## config.mk

```make
export PLATFORM = sky130hd
export DESIGN_NAME = multicycle_control
export DESIGN_NICKNAME = d
export VERILOG_FILES = /design/src/rtl/multicycle_control.sv
export SDC_FILE = /design/constraint.sdc
export NUM_CORES = 1
export LEC_CHECK = 0
export BUFFER_PORTS_ARGS = -buffer_cell sky130_fd_sc_hd__buf_2
export CAP_MARGIN = 20
export CORE_MARGIN = 4
export CORE_UTILIZATION = 35
export DETAILED_ROUTE_END_ITERATION = 10
export HOLD_SLACK_MARGIN = 0.1
export PLACE_DENSITY = 0.6
export SKIP_LAST_GASP = 1
export SLEW_MARGIN = 20
export SYNTH_ARGS = -nofsm -noshare
export SYNTH_HDL_FRONTEND = slang
export SYNTH_SLANG_ARGS = --single-unit
```

## constraint.sdc

```tcl
create_clock -name clk -period 2.09 [get_ports clk]
set_input_delay 0.418 -clock clk [delete_from_list [all_inputs] [get_ports clk]]
set_output_delay 0.418 -clock clk [all_outputs]
set_load 0.05 [all_outputs]
```

## src/rtl/multicycle_control.sv

```systemverilog
// multicycle_control
//   Multi-cycle sequencer for a RISC-V datapath. Each instruction is stepped
//   through FETCH/DECODE/EXEC/MEM/WB. The controller drives mux selects and
//   write enables. It also drives a shared instruction/data memory request
//   with a ready handshake.
//   Supported opcodes: R-type 0110011, ld 0000011, sd 0100011, beq 1100011.
//
//   Optional feature macro: ILLEGAL_TRAP_EN. When it is defined, an illegal
//   opcode halts in TRAP until reset. Otherwise an illegal opcode is treated
//   as a NOP.
//
// Ports
//   clk, reset          clock (rising edge), async active-high reset
//   opcode[6:0]         IR[6:0], valid from DECODE onward
//   mem_ready           memory completes access this cycle
//   mem_req, mem_we     memory request / write (sd)
//   i_or_d              address select 0=PC, 1=ALUOut
//   ir_write, pc_write  IR load, unconditional PC load
//   branch              conditional PC load (datapath ANDs with zero)
//   alu_src_a[1:0]      00=PC, 01=rs1
//   alu_src_b[1:0]      00=rs2, 01=4, 10=imm
//   alu_op[1:0]         00=add, 01=sub, 10=funct-decoded
//   reg_write           register file write
//   mem_to_reg          WB source 1=MDR, 0=ALUOut
//   bus_err             one-cycle pulse after a memory timeout
//   trap                illegal-opcode halt
//   state_o[2:0]        current state (debug)
//
// state  | meaning
// IDLE   | after reset or timeout abort; always proceeds to FETCH
// FETCH  | instruction read at PC, IR/PC loaded on mem_ready
// DECODE | latch opcode, compute branch target
// EXEC   | ALU operation / address calc / branch compare
// MEM    | data read (ld) or write (sd)
// WB     | register file write-back
// TRAP   | illegal opcode halt (only with ILLEGAL_TRAP_EN)
module multicycle_control #(
  parameter int MEM_TIMEOUT = 16
) (
  input  logic       clk,
  input  logic       reset,
  input  logic [6:0] opcode,
  input  logic       mem_ready,
  output logic       mem_req,
  output logic       mem_we,
  output logic       i_or_d,
  output logic       ir_write,
  output logic       pc_write,
  output logic       branch,
  output logic [1:0] alu_src_a,
  output logic [1:0] alu_src_b,
  output logic [1:0] alu_op,
  output logic       reg_write,
  output logic       mem_to_reg,
  output logic       bus_err,
  output logic       trap,
  output logic [2:0] state_o
);

  localparam int CW = $clog2(MEM_TIMEOUT) + 1;

  localparam logic [6:0] OP_R   = 7'b0110011;
  localparam logic [6:0] OP_LD  = 7'b0000011;
  localparam logic [6:0] OP_SD  = 7'b0100011;
  localparam logic [6:0] OP_BEQ = 7'b1100011;

  typedef enum logic [2:0] {
    IDLE   = 3'd0,
    FETCH  = 3'd1,
    DECODE = 3'd2,
    EXEC   = 3'd3,
    MEM    = 3'd4,
    WB     = 3'd5,
    TRAP   = 3'd6
  } state_t;

  state_t        state;
  logic [6:0]    op_q;
  logic [CW-1:0] cnt;
  logic          bus_err_q;
  logic          legal;
  logic          timeout;

  assign legal = (opcode == OP_R) || (opcode == OP_LD) ||
                 (opcode == OP_SD) || (opcode == OP_BEQ);

  // A ready on the last allowed cycle still completes normally.
  assign timeout = (cnt == CW'(MEM_TIMEOUT - 1)) && !mem_ready;

  always_ff @(posedge clk or posedge reset) begin
    if (reset) begin
      state     <= IDLE;
      op_q      <= '0;
      cnt       <= '0;
      bus_err_q <= 1'b0;
    end else begin
      bus_err_q <= 1'b0;
      case (state)
        IDLE: begin
          state <= FETCH;
          cnt   <= '0;
        end
        FETCH: begin
          if (mem_ready) begin
            state <= DECODE;
          end else if (timeout) begin
            state     <= IDLE;
            bus_err_q <= 1'b1;
          end else begin
            cnt <= cnt + CW'(1);
          end
        end
        DECODE: begin
          op_q <= opcode;
          if (legal) begin
            state <= EXEC;
          end else begin
`ifdef ILLEGAL_TRAP_EN
            state <= TRAP;
`else
            state <= FETCH;
            cnt   <= '0;
`endif
          end
        end
        EXEC: begin
          if (op_q == OP_R) begin
            state <= WB;
          end else if (op_q == OP_LD || op_q == OP_SD) begin
            state <= MEM;
            cnt   <= '0;
          end else begin
            state <= FETCH;
            cnt   <= '0;
          end
        end
        MEM: begin
          if (mem_ready) begin
            if (op_q == OP_LD) begin
              state <= WB;
            end else begin
              state <= FETCH;
              cnt   <= '0;
            end
          end else if (timeout) begin
            state     <= IDLE;
            bus_err_q <= 1'b1;
          end else begin
            cnt <= cnt + CW'(1);
          end
        end
        WB: begin
          state <= FETCH;
          cnt   <= '0;
        end
        TRAP: state <= TRAP;
        default: state <= IDLE;
      endcase
    end
  end

  always_comb begin
    mem_req    = 1'b0;
    mem_we     = 1'b0;
    i_or_d     = 1'b0;
    ir_write   = 1'b0;
    pc_write   = 1'b0;
    branch     = 1'b0;
    alu_src_a  = 2'b00;
    alu_src_b  = 2'b00;
    alu_op     = 2'b00;
    reg_write  = 1'b0;
    mem_to_reg = 1'b0;
    case (state)
      FETCH: begin
        mem_req   = 1'b1;
        alu_src_b = 2'b01;
        ir_write  = mem_ready;
        pc_write  = mem_ready;
      end
      DECODE: alu_src_b = 2'b10;
      EXEC: begin
        alu_src_a = 2'b01;
        if (op_q == OP_R) begin
          alu_op = 2'b10;
        end else if (op_q == OP_LD || op_q == OP_SD) begin
          alu_src_b = 2'b10;
        end else begin
          alu_op = 2'b01;
          branch = 1'b1;
        end
      end
      MEM: begin
        mem_req = 1'b1;
        i_or_d  = 1'b1;
        mem_we  = (op_q == OP_SD);
      end
      WB: begin
        reg_write  = 1'b1;
        mem_to_reg = (op_q == OP_LD);
      end
      default: ;
    endcase
  end

  assign bus_err = bus_err_q;
  assign state_o = state;
`ifdef ILLEGAL_TRAP_EN
  assign trap = (state == TRAP);
`else
  assign trap = 1'b0;
`endif

endmodule

```

---- After elaboration in Yosys (flattened, before gate mapping) ----
Index checks and enable logic that the tools add are counted.
W data, S select, Z words.
operators by class
  $add $sub $neg .......................... 1
  $mul .................................... 0
  divide/modulo/power cells ............... 0
  magnitude comparators ................... 0
  eq/ne operators ......................... 18
  shifts and indexed selects .............. 0
  muxes and demuxes ....................... 34
  bitwise logic cells ..................... 0
  reductions and logical operators ........ 11
operators by type and width
  kind                   number
  $mux W5                6
  $eq A7 B6 Y1 const B   4
  $pmux W5 S5            1
  $mux W3                6
  $pmux W3 S6            1
  $eq A7 B2 Y1 const B   2
  $mux W1                14
  $mux W2                5
  $eq A3 B3 Y1 const B   3
  $eq A7 B7 Y1 const B   1
  $eq A3 B2 Y1 const B   2
  $ne A2 B2 Y1 const B   3
  $pmux W2 S3            1
  $add A5 B1 Y5 const B  1
  $eq A5 B4 Y1 const B   1
  $reduce_and A5 Y1      1
  $reduce_bool A5 Y1     1
  $logic_or A1 B1 Y1     4
  $reduce_or A2 Y1       2
  $eq A3 B1 Y1 const B   1
  $logic_not A3 Y1       1
  $ne A3 B3 Y1 const B   1
  $logic_and A1 B1 Y1    1
  $logic_not A1 Y1       1
word-level totals
  flip-flop bits (word level) ............. 16
  latch bits .............................. 0
  RAM bits ................................ 0
  ROM bits ................................ 0
  input port bits ......................... 10
  output and inout port bits .............. 19
  word-level logic and storage cells ...... 68
  memories ................................ 0

---- Depth between registers and ports, before layout ----
  depth after elaboration ................. 6
  depth in mapped cells ................... 7
  depth with buffers taken out ............ 7

---- Least setup slack after synthesis ----
Ideal clock, no wire load.
  path kind ............................... register to output
  start ................................... reg state[2], in the netlist state_o[2]
  end ..................................... out mem_to_reg
  arrival time ............................ 3.430 ns
  required time ........................... 1.672 ns
  path slack .............................. -1.758 ns
  stages on the path, launching flop included .. 4
  path buffers ............................ 1
  cell sequence ........................... dfrtp_1 > buf_2 > nor3b_1 > nor3b_1
on the way
  longest elaborated chain between the ends .. 2
RTL lines
  item                      RTL line  source
  start: declaration        77        state_t state;
  start signal: assignment  92        state <= IDLE;
  start signal: assignment  100       state <= FETCH;
  start signal: assignment  105       state <= DECODE;
  $eq A3 B3 Y1              174       case (state)
  $mux W1                   174
  end: declaration          54        output logic mem_to_reg,
No other way between the ends.

---- Worst setup path in the final report ----
  start ................................... reg op_q[2]
  end ..................................... out alu_op[1]
on the way
  longest elaborated chain between the ends .. 3
RTL lines
  item                      RTL line  source
  start: declaration        78        logic [6:0] op_q;
  start signal: assignment  114       op_q <= opcode;
  $eq A7 B6 Y1              184       if (op_q == OP_R) begin
  $mux W2                   184
  $mux W2                   174
  end: declaration          52        output logic [1:0] alu_op,
No other way between the ends.

==> qor.yml <==
layout:
  layout-drive-gt1-share_pct: 51.1
  nNetsFinal: 152
  nFillCells: 263
  register_area_um2: 404
  postLayoutCoreUtil_pct: 49.0
  multi_input_area_um2: 634
  area_growth_pct: 31.4
  fin_area_mm2: 0.00139
  antenna_cells: 0
logic_synthesis:
  synth_area_leaders: "dfrtp_1 (38%), mux2_2 (7.5%), a22o_1 (3.3%)"
  synth_cell_types: 39
  ys_warn_count: 0
  synth_cells: 104
  synth_area_per_cell_um2: 10.2
  synthesis.area_mm2: 0.00106
  synth_edf_count: 0
  synth-seq-cells: 16
  synthFlopType: "dfrtp_1"
  async_reset_ff_share_pct: 100
  yosys.area.top_type: "dfrtp_1"
  synth_top_cell_area_share_pct: 37.9
  seq_area_frac_synth_pct: 37.9
  netlist_top_cells_count: "dfrtp_1 (16), mux2_2 (7), nand2_1 (7)"
  yosysMostFrequentCell: "dfrtp_1"
timing:
  fin_skew_ns: 0.0137
  final-hold-violation-count: 0
  finalCritPeriodShare_pct: 100
  finalSetupViolCount: 1
  period_needed_ns: 2.10
  clock.fmax_mhz: 477
  grt_setup_unrepaired: "yes"
  tightest_slew_ns: 0.610
  whs_ns: 0.177
  slew_headroom_pct: 59.3
  setup_slack_ns: -0.00757
  drv_slew: 0
floorplan:
  die-area_mm2: 0.00396
  io_pins: 29
  die_y_um: 62.9
  fp.dieW_um: 62.9
  rows: 19
  initial_utilization_pct: 37.3
  fp.coreArea_mm2: 0.00283
global_route:
  grt_pass1_wl_mm: 3.91
  antenna_found_initial: 0
  grt_max_degree: 17
  grt_usage_pct: 12.3
  grt-ovfl-total: 0
  grt_pass1_vias: 888
critical_path:
  arrival_ns: 1.68
  endpoint_kind: "primary output"
  crit_required_ns: 1.67
  critPathLaunchType: "register"
  worst-setup-path-type: "register to primary output"
  path_max_fanout: 4
place:
  place.gp.congestion: 0.791
  post-place-ws_ns: 0.104
  port_buffers: 26
  dpl-instance-area_mm2: 0.00124
  hpwlAfterDp_mm: 1.83
worst_hold_path:
  hp-class: "input pin to async pin"
power:
  power_mw: 1.80
  p_sw_share_pct: 48.0
  p_clk_share_pct: 11.4
  power.switching_uw: 867
  ir_drop_mv: 0.445
  power.density_mw_per_mm2: 1300
  combPwrFrac_pct: 58.0
  p_leak_nw: 0.662
  sequentialPowerShare_pct: 30.5
  p_int_uw: 938
routing:
  drc: 0
  drtAntennaViolNets: 0
  vias: 914
  drt-total-wl_mm: 2.40
  drtPass1Iterations: 4
  avgViaCountPerCell: 5.38
  first_iter_violations: 48
  wl_per_cell_um: 14.1
run_status:
  outcome: "complete, but fails checks"
  violations: "setup timing"
clocking:
  cts.sinks: 16
  postCtsHoldBufs: 0
  cts_made_buffers: 3
  cts_tree: "built"
  cts-htree-levels: 1
  clk_pin_slew_worst_paths_ns: 0.10
  root_buffer: "clkbuf_4"
  cts_buffer_depth: 2
  clk_latency_ns: 0.29
run:
  cap_violations: 0
==> logic make-up (layout without fill, tap and decap cells) <==
group	Yosys count	after routing	share of synthesized area (%)
AOI/OAI and AO/OA	26	26	21.0
adders and majority gates	2	2	2.37
buffers and inverters	15	49	7.82
DFF	16	16	37.9
muxes	7	7	7.46
other	1	2	0.355
and+or+nand+nor	37	37	23.1
==> state kept, by name, indices dropped and copies added (netlist names) <==
signal and cells:
bus_err 1, state_o 3, op_q 7, cnt 5
==> power by group through the flow <==
stage | registers [mW] | logic [mW] | clock network (mW)
after global routing | 0.567 | 1.11 | 0.231
after CTS | 0.550 | 1.03 | 0.215
after detailed placement | 0.574 | 0.918 | 0
after floorplan | 0.573 | 0.779 | 0
final | 0.551 | 1.05 | 0.206
after global placement | 0.567 | 0.907 | 0
==> cell usage in the layout (no fill, tap or decap), types with 3 or more instances in the layout <==
cell	count
dfrtp_1	13
and3_1	4
o2111ai_1	3
nand2_1	7
o22ai_1	3
dfrtp_2	3
inv_1	6
buf_2	20
buf_4	13
nor2_1	3
buf_6	4
o21ai_0	4
a22o_1	4
clkbuf_4	3
mux2_2	7
==> final timing paths <==
kind,start,slack [ns],to,cells after the start
worst max register to register,cnt[0],0.12,cnt[0],7
worst max-delay path,op_q[2],-0.008,alu_op[1],5
worst min-delay path,reset,0.18,op_q[2],2
min in group clk,opcode[4],0.37,op_q[4],3
max in group asynchronous,reset,1.49,state_o[0],2
worst min register to register,cnt[4],0.51,cnt[4],1
==> metal layers <==
metal  global-route usage, %  up-vias  part of all wire, %
li1                        -      453                    -
met1                    14.3      436                   44
met2                    20.6       23                   49
met3                    4.86        2                  6.0
met4                    3.86        0                 0.92
met5                       0        -                    0
==> worst max-delay path: stages (launching register included) <==
cell     delay [ns]
dfrtp_1        0.42
nor4b_4        0.34
and2_4         0.20
buf_4          0.10
and3_1         0.16
buf_6          0.16
==> timing repair <==
item,in CTS,in global routing
buffers inserted,6,2
gates resized for setup,8,6
endpoints found under the setup margin,6,6
pin swaps,1,2
endpoints found under the hold margin,0,0
==> cell type report <==
class                      instances  area share [%]
timing repair buffer              37            17.5
inverter                           8            2.25
sequential                        16            29.1
clock buffer                       4            2.61
tap                               31            2.80
multi-input combinational         74            45.7
==> metrics by stage <==
step,cells,TNS (ns)
after floorplan,105,-0.320
after global placement,158,0
after detailed placement,158,0
after CTS,168,-0.0642
after global routing,170,-0.617
final,170,-0.00757
(Power assumes the default switching activity.)
